**src/rtl/display_scan_if.sv**
```systemverilog
// Digit-scan bundle between the display driver, the digit-select mux and the board pins.
// The master side is the scan driver. The slave side is the mux and pin environment.
interface display_scan_if;
    logic       en;
    logic [4:0] code;
    logic [2:0] num;
    logic [7:0] an;
    logic [7:0] seg;

    modport master (input en, input code, output num, output an, output seg);
    modport slave  (output en, output code, input num, input an, input seg);
endinterface

```
**src/rtl/display_scan.sv**
```systemverilog
// Time-multiplexed seven-segment scan driver. Each digit slot is BLANK_CYC dark cycles
// followed by CLK_DIV lit cycles. Define DISP_LZ_BLANK_EN for leading-zero suppression.
module display_scan #(
    parameter int unsigned NUM_DIGITS = 3,
    parameter int unsigned CLK_DIV    = 50000,
    parameter int unsigned BLANK_CYC  = 16
) (
    input  logic           clk,
    input  logic           rst,
    display_scan_if.master bus
);

    localparam int unsigned CNT_MAX = (CLK_DIV > BLANK_CYC) ? CLK_DIV : BLANK_CYC;
    localparam int unsigned CW      = (CNT_MAX > 1) ? $clog2(CNT_MAX) : 1;
    localparam logic [CW-1:0] SHOW_LAST  = CW'(CLK_DIV - 1);
    localparam logic [CW-1:0] BLANK_LAST = CW'(BLANK_CYC - 1);
    localparam logic [2:0]    TOP        = 3'(NUM_DIGITS - 1);

    typedef enum logic {StBlank, StShow} state_e;

    state_e        state;
    logic [CW-1:0] cnt;
    logic [6:0]    digit_seg;

    function automatic logic [6:0] decode(input logic [3:0] hex);
        logic [6:0] s;
        case (hex)
            4'h0: s = 7'h40;
            4'h1: s = 7'h79;
            4'h2: s = 7'h24;
            4'h3: s = 7'h30;
            4'h4: s = 7'h19;
            4'h5: s = 7'h12;
            4'h6: s = 7'h02;
            4'h7: s = 7'h78;
            4'h8: s = 7'h00;
            4'h9: s = 7'h10;
            4'hA: s = 7'h08;
            4'hB: s = 7'h03;
            4'hC: s = 7'h46;
            4'hD: s = 7'h21;
            4'hE: s = 7'h06;
            default: s = 7'h0E;
        endcase
        return s;
    endfunction

`ifdef DISP_LZ_BLANK_EN
    // lz stays set while every digit loaded so far in this frame has been zero.
    logic lz;
    logic lz_eff;
    assign lz_eff = lz | (bus.num == TOP);
`endif

    always_comb begin
        digit_seg = decode(bus.code[3:0]);
`ifdef DISP_LZ_BLANK_EN
        if (bus.num != 3'd0 && lz_eff && bus.code[3:0] == 4'h0) begin
            digit_seg = 7'h7F;
        end
`endif
    end

    always_ff @(posedge clk) begin
        if (rst) begin
            state   <= StBlank;
            cnt     <= '0;
            bus.num <= TOP;
            bus.an  <= 8'hFF;
            bus.seg <= 8'hFF;
`ifdef DISP_LZ_BLANK_EN
            lz      <= 1'b1;
`endif
        end else begin
            unique case (state)
                StBlank: begin
                    bus.an  <= 8'hFF;
                    bus.seg <= 8'hFF;
                    if (cnt == BLANK_LAST) begin
                        // The only cycle on which code is sampled.
                        bus.seg <= {~bus.code[4], digit_seg};
                        bus.an  <= bus.en ? ~(8'b1 << bus.num) : 8'hFF;
                        cnt     <= '0;
                        state   <= StShow;
`ifdef DISP_LZ_BLANK_EN
                        lz      <= (bus.code[3:0] != 4'h0) ? 1'b0 : lz_eff;
`endif
                    end else begin
                        cnt <= cnt + 1'b1;
                    end
                end
                StShow: begin
                    // Disable darkens the digit at once. Re-enable waits for the next load.
                    if (!bus.en) begin
                        bus.an <= 8'hFF;
                    end
                    if (cnt == SHOW_LAST) begin
                        bus.an  <= 8'hFF;
                        bus.seg <= 8'hFF;
                        cnt     <= '0;
                        state   <= StBlank;
                        bus.num <= (bus.num == 3'd0) ? TOP : bus.num - 3'd1;
                    end else begin
                        cnt <= cnt + 1'b1;
                    end
                end
                default: state <= StBlank;
            endcase
        end
    end

endmodule
```
**src/flat_wrapper.sv**
```systemverilog
// flat-port wrapper written by rule: the top's interface ports become plain ports
module display_scan_flat 
#(
    parameter int unsigned NUM_DIGITS = 3,
    parameter int unsigned CLK_DIV    = 50000,
    parameter int unsigned BLANK_CYC  = 16
)
  (clk, rst, bus_en, bus_code, bus_num, bus_an, bus_seg);
  display_scan_if bus_i ();
  input  logic clk;
  input  logic rst;
  input wire logic [$bits(bus_i.en)-1:0] bus_en;
  input wire logic [$bits(bus_i.code)-1:0] bus_code;
  output wire logic [$bits(bus_i.num)-1:0] bus_num;
  output wire logic [$bits(bus_i.an)-1:0] bus_an;
  output wire logic [$bits(bus_i.seg)-1:0] bus_seg;
  assign bus_i.en = bus_en;
  assign bus_i.code = bus_code;
  assign bus_num = bus_i.num;
  assign bus_an = bus_i.an;
  assign bus_seg = bus_i.seg;
  display_scan #(.NUM_DIGITS(NUM_DIGITS), .CLK_DIV(CLK_DIV), .BLANK_CYC(BLANK_CYC)) u_core (.clk(clk), .rst(rst), .bus(bus_i));
endmodule
```
**config.mk**
```make
export PLATFORM = sky130hd
export DESIGN_NAME = display_scan_flat
export DESIGN_NICKNAME = d
export VERILOG_FILES = /design/src/rtl/display_scan_if.sv /design/src/rtl/display_scan.sv /design/src/flat_wrapper.sv
export SDC_FILE = /design/constraint.sdc
export NUM_CORES = 1
export LEC_CHECK = 0
export CORE_MARGIN = 2
export CORE_UTILIZATION = 44
export CTS_BUF_LIST = sky130_fd_sc_hd__clkbuf_16
export CTS_CLUSTER_DIAMETER = 50
export DETAILED_ROUTE_END_ITERATION = 8
export GPL_ROUTABILITY_DRIVEN = 1
export PLACE_DENSITY = 0.79
export SLEW_MARGIN = 20
export SYNTH_ARGS = -nofsm -noshare
export SYNTH_HDL_FRONTEND = slang
export SYNTH_SLANG_ARGS = --single-unit
```
**constraint.sdc**
```tcl
create_clock -name clk -period 2.7 [get_ports clk]
set_clock_uncertainty 0.05 [all_clocks]
set_input_delay 0.54 -clock clk [delete_from_list [all_inputs] [get_ports clk]]
set_output_delay 0.54 -clock clk [all_outputs]
set_load 0.01 [all_outputs]
```
==> run_results.csv <==
group,metric,value,unit
status,outcome,"completed",
cts,clock_path_buffers,2,
route,wl,3.654,mm
global_routing,antenna_found_initial,0,
cts,insertion_delay,0.28,ns
route,dr_wl_met3,183,um
floorplanning,die_w,68.81,um
route,dr_total_vias,1592,
worst_setup_path,worstPathMaxFanout,5,
floorplanning,core-area,4029,sq um
route,top_layer,"met4",
route,antenna_left,0,
floorplanning,rows,23,
sta,slew_headroom,66.32,%
worst_setup_path,required,2.81,ns
hold_path,holdPathStages,1,
worst_setup_path,cpMostUsedCell,"inv_1",
sta,fmax,455.2,MHz
cells_and_area,final_cell_mix,"dfxtp_1, clkdlybuf4s50_1, nor2_1",
cells_and_area,register_area,720.7,sq um
floorplanning,die_h,68.81,um
yosys,synth_area_per_cell,8.636,sq um
global_routing,grt_pass1_wl,6.141,mm
sta,worst_pin_slew,0.5034,ns
place,postPlaceCellArea,2165,sq um
yosys,ys_async_sr_fraction,0,%
place,gp_congestion,0.7656,
sta,min_period,2.197,ns
power_and_ir_drop,power_density,495.5,nW/um^2
yosys,ys_seq_area_share,39.00,%
route,via_per_inst,5.452,
floorplanning,start_util,45.87,%
hold_path,hp-class,"reg2reg",
cts,cts_resized,0,
place,hpwlAfterDp,2.641,mm
worst_setup_path,arrival,2.31,ns
yosys,yosys_warnings,0,
yosys,synth_ff_type,"dfxtp_1",
worst_setup_path,cp_slowest_cell,"clkdlybuf4s50_1",
route,wl_per_cell,12.51,um
yosys,syn_area,1848,sq um
cells_and_area,layout_commonest_cell,"dfxtp_1",
route,drc,0,
route,met2WireLength,1.677,mm
place,port_buffers,26,
sta,rsz0062_at_grt,"no",
worst_setup_path,cp.depth,6,
worst_setup_path,path_cells,"clkdlybuf4s50_1 > inv_1 > ha_1 > inv_1 > mux4_2 > o32a_1",
floorplanning,die_area,4734,sq um
worst_setup_path,ff2ff_path_depth,5,
sta,drv_slew,0,
cells_and_area,multi_input_area,1035,sq um
cells_and_area,fin_util,57.21,%
floorplanning,pin_count,27,
flow_run,cap_violations,0,
worst_setup_path,r2r_setup_slack,0.66,ns
yosys,synth_cell_types,43,
cts,clkSinkCount,36,
route,drtPass1Iterations,4,
sta,setup_viol,0,
cts,cts_tree,"done",
sta,tns,0,ns
cells_and_area,fillers,360,
route,first_iter_violations,116,
worst_setup_path,critical-path-top-delay-family,"buffers and inverters",
cells_and_area,area_delta_synth_final,24.71,%
global_routing,grt_max_degree,17,
cts,clock-root-buffer,"clkbuf_16",
cells_and_area,stdcell_area,2305,sq um
cts,post_cts.repair.setup_buffers,0,
cells_and_area,final_net_count,262,
sta,finalCritPeriodShare,81.37,%
cts,cts_buffers,5,
worst_setup_path,endpoint_kind,"flop",
yosys,synthCells,214,
cts,cts_hold_buf,0,
global_routing,grt_pass1_vias,1414,
power_and_ir_drop,power,1.142,mW
worst_setup_path,start_kind,"input port",
yosys,synth_edf_count,0,
sta,hold_viol,0,
route,wl_met1,1.745,mm
worst_setup_path,path_class,"in2reg",
yosys,syn-num-nets,235,
global_routing,grt-ovfl-total,0,
cts,cts.clk_slew.worst_paths,0.05,ns
cells_and_area,insertedDiodeCount,0,
power_and_ir_drop,vdd_drop_max,0.4878,mV
cts,htree_num_levels,2,
cells_and_area,drive_gt1_share,7.851,%
power_and_ir_drop,power.leakage,0.8229,nW
worst_setup_path,path_buf_inv,3,
global_routing,grt_usage,17.60,%
worst_setup_path,worst_path_largest_cell_delay,0.56,ns
yosys,synth_seq_cells,36,
power by group:
part | leakage [nW] | switching, mW | internal, mW
Sequential | 0.291 | 0.00265 | 0.536
Combinational | 0.463 | 0.0344 | 0.0294
Clock | 0.0687 | 0.206 | 0.334
Total | 0.823 | 0.243 | 0.899
logic make-up (layout without fill, tap and decap cells):
logic type	after synthesis	count (layout)	share of synthesized area (%)
muxes	3	3	2.370
buffers and inverters	24	52	5.010
adders and majority gates	13	13	8.802
DFF	36	36	39.00
and+or+nand+nor	88	88	25.66
xor gates and xnor gates	12	12	5.687
AOI/OAI and AO/OA	38	38	13.47
final timing paths:
check                start                end
max reg2reg  u_core.cnt[0]  u_core.bus.seg[6]
min reg2reg  u_core.cnt[0]      u_core.cnt[0]
max            bus_code[1]  u_core.bus.seg[3]
min          u_core.cnt[0]      u_core.cnt[0]
worst reg2reg max path: cells and delay by family (launching register included):
kind                     cells  cell delay [ns]
AND/OR/NAND/NOR              3             1.18
flip-flops                   1             0.35
AO/OA/AOI/OAI                1             0.12
adder cells (fa/ha/maj)      1             0.21
metal layers:
layer	vias up	track usage [%]
met5	-	0
met4	0	5.882
met3	5	6.818
met2	31	29.57
met1	745	20.48
li1	811	-
per-stage QoR:
stage / instances / worst slack, ns / hold WS, ns
final: 292 / 0.5031 / 0.3977
after CTS: 292 / 0.5097 / 0.4077
after global placement: 284 / 0.2611 / 0.3832
after detailed placement: 284 / 0.2200 / 0.3960
after global routing: 292 / 0.4295 / 0.4399
after floorplan: 214 / 0.8988 / 0.3675
registers in the layout, summed over array words and instances, names as in the netlist:
| register | cells |
|---|---|
| u_core.bus.seg | 8 |
| u_core.bus.an | 8 |
| u_core.cnt | 16 |
| u_core.state | 1 |
| u_core.bus.num | 3 |
cells in the mapped netlist, types with 7 or more instances:
cell type / count / share of area [%]
xnor2_1: 10 / 4.7
dfxtp_1: 36 / 39
o21ai_0: 7 / 1.9
clkbuf_1: 8 / 1.6
o21ai_1: 8 / 2.2
nand2_1: 10 / 2.0
inv_1: 13 / 2.6
a2bb2oi_1: 7 / 3.3
nor2_1: 24 / 4.9
nor3_1: 19 / 5.1
ha_1: 13 / 8.8
layout make-up:
class / instances / area share [%]
flip-flops and latches: 36 / 31.27
well taps: 50 / 2.714
clock inverters: 3 / 0.6515
inverters: 13 / 2.117
multi-input cells: 154 / 44.90
clock buffers: 5 / 5.429
repair buffers: 31 / 12.92
Power figures use the tool's default switching activity.
